`config.mk`:
```
export PLATFORM = sky130hd
export DESIGN_NAME = nb_info_dram_arbiter
export DESIGN_NICKNAME = d
export VERILOG_FILES = /design/src/rtl/nb_info_dram_arbiter_pkg.sv /design/src/rtl/nb_info_dram_arbiter_clr_seq.sv /design/src/rtl/nb_info_dram_arbiter.sv
export SDC_FILE = /design/constraint.sdc
export NUM_CORES = 1
export LEC_CHECK = 0
export BUFFER_PORTS_ARGS = -buffer_cell sky130_fd_sc_hd__buf_2
export CAP_MARGIN = 10
export CORE_MARGIN = 1
export CORE_UTILIZATION = 45
export CTS_CLUSTER_DIAMETER = 30
export DETAILED_ROUTE_END_ITERATION = 16
export PLACE_DENSITY = 0.8
export SLEW_MARGIN = 0
export SYNTH_ARGS = -nofsm -noshare
export SYNTH_HDL_FRONTEND = slang
export SYNTH_SLANG_ARGS = --single-unit
```
`constraint.sdc`:
```
create_clock -name clk -period 2.05 [get_ports clk]
set_input_delay 0.1025 -clock clk [delete_from_list [all_inputs] [get_ports clk]]
set_output_delay 0.1025 -clock clk [all_outputs]
set_load 0.02 [all_outputs]
```
`src/rtl/nb_info_dram_arbiter_pkg.sv`:
```
// Shared encodings for the neighbour-info RAM port arbiter and its clear sequencer.
package nb_info_dram_arbiter_pkg;
    typedef enum logic {
        S_SERVE = 1'b0,
        S_CLEAR = 1'b1
    } state_t;

    typedef enum logic {
        GRANT_RD = 1'b0,
        GRANT_WR = 1'b1
    } grant_t;
endpackage

```
`src/rtl/nb_info_dram_arbiter_clr_seq.sv`:
```
// Clear sequencer: sweeps every RAM address once, writing a stored fill word.
module nb_info_clr_seq
    import nb_info_dram_arbiter_pkg::*;
#(
    parameter int addr_bits = 8,
    parameter int data_bits = 16
) (
    input  logic                 clk,
    input  logic                 rst_n,
    input  logic                 clr_start,
    input  logic [data_bits-1:0] clr_value,
    output logic                 o_active,
    output logic [addr_bits-1:0] o_addr,
    output logic [data_bits-1:0] o_data,
    output logic                 clr_busy,
    output logic                 clr_done
);
    state_t               r_state;
    logic [addr_bits-1:0] r_cnt;
    logic [data_bits-1:0] r_value;

    always_ff @(posedge clk or negedge rst_n) begin
        if (!rst_n) begin
            r_state  <= S_SERVE;
            r_cnt    <= '0;
            r_value  <= '0;
            clr_busy <= 1'b0;
            clr_done <= 1'b0;
        end else begin
            clr_done <= 1'b0;
            case (r_state)
                S_SERVE: begin
                    if (clr_start) begin
                        r_value  <= clr_value;
                        r_cnt    <= '0;
                        r_state  <= S_CLEAR;
                        clr_busy <= 1'b1;
                    end
                end
                S_CLEAR: begin
                    // clr_start is deliberately ignored here; the sweep never restarts.
                    r_cnt <= r_cnt + 1'b1;
                    if (r_cnt == {addr_bits{1'b1}}) begin
                        r_state  <= S_SERVE;
                        clr_busy <= 1'b0;
                        clr_done <= 1'b1;
                    end
                end
                default: r_state <= S_SERVE;
            endcase
        end
    end

    assign o_active = (r_state == S_CLEAR);
    assign o_addr   = r_cnt;
    assign o_data   = r_value;
endmodule

```
`src/rtl/nb_info_dram_arbiter.sv`:
```
// Single-port neighbour-info RAM controller: round-robin write/read arbitration plus clear sweep.
module nb_info_dram_arbiter
    import nb_info_dram_arbiter_pkg::*;
#(
    parameter int addr_bits = 8,
    parameter int data_bits = 16
) (
    input  logic                 clk,
    input  logic                 rst_n,
    input  logic                 clr_start,
    input  logic [data_bits-1:0] clr_value,
    output logic                 clr_busy,
    output logic                 clr_done,
    input  logic                 wr_valid,
    output logic                 wr_ready,
    input  logic [addr_bits-1:0] wr_addr,
    input  logic [data_bits-1:0] wr_data,
    input  logic                 rd_valid,
    output logic                 rd_ready,
    input  logic [addr_bits-1:0] rd_addr,
    output logic                 rd_data_valid,
    output logic [data_bits-1:0] rd_data,
    output logic                 ram_en,
    output logic                 ram_we,
    output logic [addr_bits-1:0] ram_addr,
    output logic [data_bits-1:0] ram_din,
    input  logic [data_bits-1:0] ram_dout
);
    logic                 w_clr_active;
    logic [addr_bits-1:0] w_clr_addr;
    logic [data_bits-1:0] w_clr_data;
    grant_t               r_last_grant;

    nb_info_clr_seq #(
        .addr_bits(addr_bits),
        .data_bits(data_bits)
    ) u_clr_seq (
        .clk      (clk),
        .rst_n    (rst_n),
        .clr_start(clr_start),
        .clr_value(clr_value),
        .o_active (w_clr_active),
        .o_addr   (w_clr_addr),
        .o_data   (w_clr_data),
        .clr_busy (clr_busy),
        .clr_done (clr_done)
    );

    // Under contention the client not served last wins, bounding any wait to one cycle.
    always_comb begin
        wr_ready = 1'b0;
        rd_ready = 1'b0;
        ram_en   = 1'b0;
        ram_we   = 1'b0;
        ram_addr = '0;
        ram_din  = '0;
        if (rst_n) begin
            if (w_clr_active) begin
                ram_en   = 1'b1;
                ram_we   = 1'b1;
                ram_addr = w_clr_addr;
                ram_din  = w_clr_data;
            end else begin
                wr_ready = wr_valid && (!rd_valid || (r_last_grant == GRANT_RD));
                rd_ready = rd_valid && !wr_ready;
                if (wr_ready) begin
                    ram_en   = 1'b1;
                    ram_we   = 1'b1;
                    ram_addr = wr_addr;
                    ram_din  = wr_data;
                end else if (rd_ready) begin
                    ram_en   = 1'b1;
                    ram_addr = rd_addr;
                end
            end
        end
    end

    always_ff @(posedge clk or negedge rst_n) begin
        if (!rst_n) begin
            r_last_grant  <= GRANT_RD;
            rd_data_valid <= 1'b0;
            rd_data       <= '0;
        end else begin
            if (wr_ready)
                r_last_grant <= GRANT_WR;
            else if (rd_ready)
                r_last_grant <= GRANT_RD;
            rd_data_valid <= rd_ready;
            if (rd_ready)
                rd_data <= ram_dout;
        end
    end
endmodule
```
==> impl_metrics.env <==
export IMPL_tritoncts_clock_tree="built"
export IMPL_timing_final_ws_setup_ns=0.125
export IMPL_vias_per_cell=5.30
export IMPL_fin_skew_ns=0.00486
export IMPL_end_kind="output pin"
export IMPL_upper_clock_frequency_limit_mhz=519
export IMPL_globalRoute_totalOverflow=0
export IMPL_postSynthAreaPerCell_um2=10.7
export IMPL_setup_viol=0
export IMPL_tritoncts_num_sinks=45
export IMPL_async_reset_ff_frac=1.00
export IMPL_hold_path_startpoint="clr_value[11]"
export IMPL_grt_max_degree=27
export IMPL_ir_drop_mv=0.523
export IMPL_synth_net_count=273
export IMPL_final_max_slew_viol_count=0
export IMPL_yosys_warnings=0
export IMPL_synth_seq_area_share=0.518
export IMPL_syn_instance_count=203
export IMPL_vias=2014
export IMPL_synth_edf_count=0
export IMPL_run_status="completed"
export IMPL_first_pass_iters=4
export IMPL_buffer_type_at_the_clock_tree_root="sky130_fd_sc_hd__clkbuf_8"
export IMPL_fin_util=0.664
export IMPL_netlist_top_cells_area="sky130_fd_sc_hd__dfrtp_1, sky130_fd_sc_hd__nand2_1, sky130_fd_sc_hd__mux2_4"
export IMPL_detail_route_antenna_nets=0
export IMPL_post_place_ws_ns=0.333
export IMPL_cts_htree_levels=2
export IMPL_internal_power_contribution_w=0.00177
export IMPL_final_period_utilization=0.939
export IMPL_portBuffers=115
export IMPL_power_switching_share=0.310
export IMPL_critical_path_rt_ns=1.95
export IMPL_clkLatencyLatePin_ns=0.29
export IMPL_dieWidth_um=71.5
export IMPL_critPathLaunchType="register"
export IMPL_max_cap_violation_count=0
export IMPL_setup_repair_after_global_routing_missed_its_margin="no"
export IMPL_drt_initial_drc_count=72
export IMPL_initial_core_util=0.482
export IMPL_via_count_of_the_first_global_routing_pass=1833
export IMPL_relative_contribution_of_the_clock_network_to_total_power=0.261
export IMPL_worst_slew_margin_relative_to_its_limit=0.641
export IMPL_num_antenna_cells=0
export IMPL_layout_nets=397
export IMPL_total_leakage_power_nw=1.64
export IMPL_row_count=24
export IMPL_worstReg2RegStart="u_clr_seq.o_active"
export IMPL_power_per_unit_of_standard_cell_area_nw_per_um2=860
export IMPL_routabilityCongestion=0.778
export IMPL_post_synth_num_cell_types=33
export IMPL_cts_inserted_buffers=5
export IMPL_postRouteWirelength_mm=5.56
export IMPL_timing_worst_setup_path_type="reg -> out"
export IMPL_wire_length_of_the_first_global_routing_pass_mm=8.54
export IMPL_syn_area_um2=2170
export IMPL_ys_ff_latch=45
export IMPL_startpoint_of_the_most_critical_setup_path="u_clr_seq.o_active"
export IMPL_drt_drc_violations_left=0
export IMPL_tightest_slew_ns=0.538
export IMPL_p_comb_frac=0.275
export IMPL_synthFlopType="sky130_fd_sc_hd__dfrtp_1"
export IMPL_io_pins=116
export IMPL_finalWorstPathRequiredPeriod_ns=1.93
export IMPL_post_synth_top_area_fraction=0.518
export IMPL_hold_path_class="in -> reg"
export IMPL_crit_fanout=26
export IMPL_cts_repair_timing_setup_buffer_count=0
export IMPL_buffers_from_clock_root_to_sink_at_most=2
export IMPL_route_detailed_wl_per_inst_um=14.6
export IMPL_power_switching_w=0.000799
export IMPL_drive_gt1_frac=0.445
export IMPL_tot_pwr_w=0.00257
export IMPL_chipHeight_um=71.5
export IMPL_post_dp_hpwl_mm=4.01
export IMPL_seq_power_share=0.464
export IMPL_area_growth_pct=37.7
export IMPL_critical_path_arrival_ns=1.82
export IMPL_floorplan_core_area_um2=4500
export IMPL_full_die_area_um2=5110
export IMPL_antenna_found_initial=0
export IMPL_grtUsageTotal=0.219
export IMPL_synth_area_leader_cell="sky130_fd_sc_hd__dfrtp_1"
export IMPL_timing_final_hold_violations=0
export IMPL_post_cts_clock_slew_at_the_launch_and_capture_registers_of_the_worst_setup_and_hold_paths_ns=0.08
export IMPL_sum_neg_setup_slack_ns=0
layer usage:
metal / wire length (µm) / track usage / vias to the layer above
li1: - / - / 966
met4: 21 / 0.0588 / 0
met1: 2380 / 0.263 / 970
met3: 320 / 0.0492 / 2
met2: 2840 / 0.396 / 76
met5: 0 / 0 / -
what timing repair did:
item                       4_1_cts  5_1_grt
hold buffers                    12        0
hold endpoints to repair        56        0
resized for setup                0        1
setup endpoints to repair        0       16
registers in the layout (all words and copies together), names as in the netlist:
register	flops
u_clr_seq.o_addr	8
u_clr_seq.clr_busy	1
r_last_grant	1
u_clr_seq.o_active	1
u_clr_seq.clr_done	1
rd_data_valid	1
u_clr_seq.o_data	16
rd_data	16
worst max-delay path: stages, from the launching register on:
cell                      delay, ns
sky130_fd_sc_hd__dfrtp_1       0.46
sky130_fd_sc_hd__inv_2         0.19
sky130_fd_sc_hd__and4_4        0.52
sky130_fd_sc_hd__a221o_1       0.22
sky130_fd_sc_hd__buf_2         0.16
worst paths after layout:
kind	slack (ns)	cells after the start	to
min in group asynchronous	0.17	2	u_clr_seq.o_addr[4]
max reg2reg	0.38	3	rd_data[9]
min reg2reg	0.49	2	u_clr_seq.o_data[1]
max in group asynchronous	1.35	3	u_clr_seq.o_data[8]
min	0.008	3	u_clr_seq.o_data[11]
max	0.12	4	ram_addr[4]
synthesized netlist by cell type, drive strengths merged (2+ instances only):
cell / instances
o31ai: 3
dfrtp: 45
nand2b: 2
a22o: 16
o21ai: 4
mux2: 16
buf: 9
nand2: 58
nand4: 3
and3: 8
inv: 2
clkbuf: 6
o211ai: 3
a221o: 7
xor2: 2
nand3: 2
o22ai: 3
nor2: 3
kinds of logic after synthesis:
| logic type | share of synthesized area |
|---|---|
| and+or+nand+nor | 0.159 |
| DFF | 0.518 |
| AOI/OAI and AO/OA | 0.155 |
| buffers and inverters | 0.0478 |
| muxes | 0.102 |
| xor gates and xnor gates | 0.0121 |
| adders and majority gates | 0.00576 |
power groups by stage:
stage	sequential (W)	combinational [W]	clock, W
4_1_cts	0.00119	0.000711	0.000700
6_report	0.00119	0.000707	0.000673
5_1_grt	0.00122	0.000775	0.000742
2_1_floorplan	0.00120	0.000424	0
3_5_place_dp	0.00121	0.000691	0
3_3_place_gp	0.00120	0.000674	0
stage by stage:
stage          hold slack [ns]  area [µm²]  instances
6_report               0.00817        2990        380
5_1_grt                0.00680        2990        380
4_1_cts               0.000141        2990        380
3_5_place_dp           -0.0643        2750        360
3_3_place_gp           -0.0658        2750        360
2_1_floorplan           -0.193        2170        203
cells in the final DEF (no fill, tap or decap), types with 4 or more instances in the layout:
cell                            instances
sky130_fd_sc_hd__o21ai_0                4
sky130_fd_sc_hd__buf_4                  5
sky130_fd_sc_hd__buf_2                115
sky130_fd_sc_hd__and3_1                 8
sky130_fd_sc_hd__mux2_4                11
sky130_fd_sc_hd__nand2_1               58
sky130_fd_sc_hd__dfrtp_1               45
sky130_fd_sc_hd__clkbuf_8               6
sky130_fd_sc_hd__mux2_2                 5
sky130_fd_sc_hd__a22o_1                16
sky130_fd_sc_hd__dlygate4sd3_1         12
sky130_fd_sc_hd__a221o_1                7
layout make-up:
type | instances | area (µm²)
Clock buffer | 7 | 86.3
Clock inverter | 1 | 30.0
Fill cell | 368 | 1510
Inverter | 2 | 7.51
Multi-Input combinational cell | 141 | 943
Sequential cell | 45 | 1130
Tap cell | 52 | 65.1
Timing Repair Buffer | 132 | 733
(Power assumes the default switching activity.)
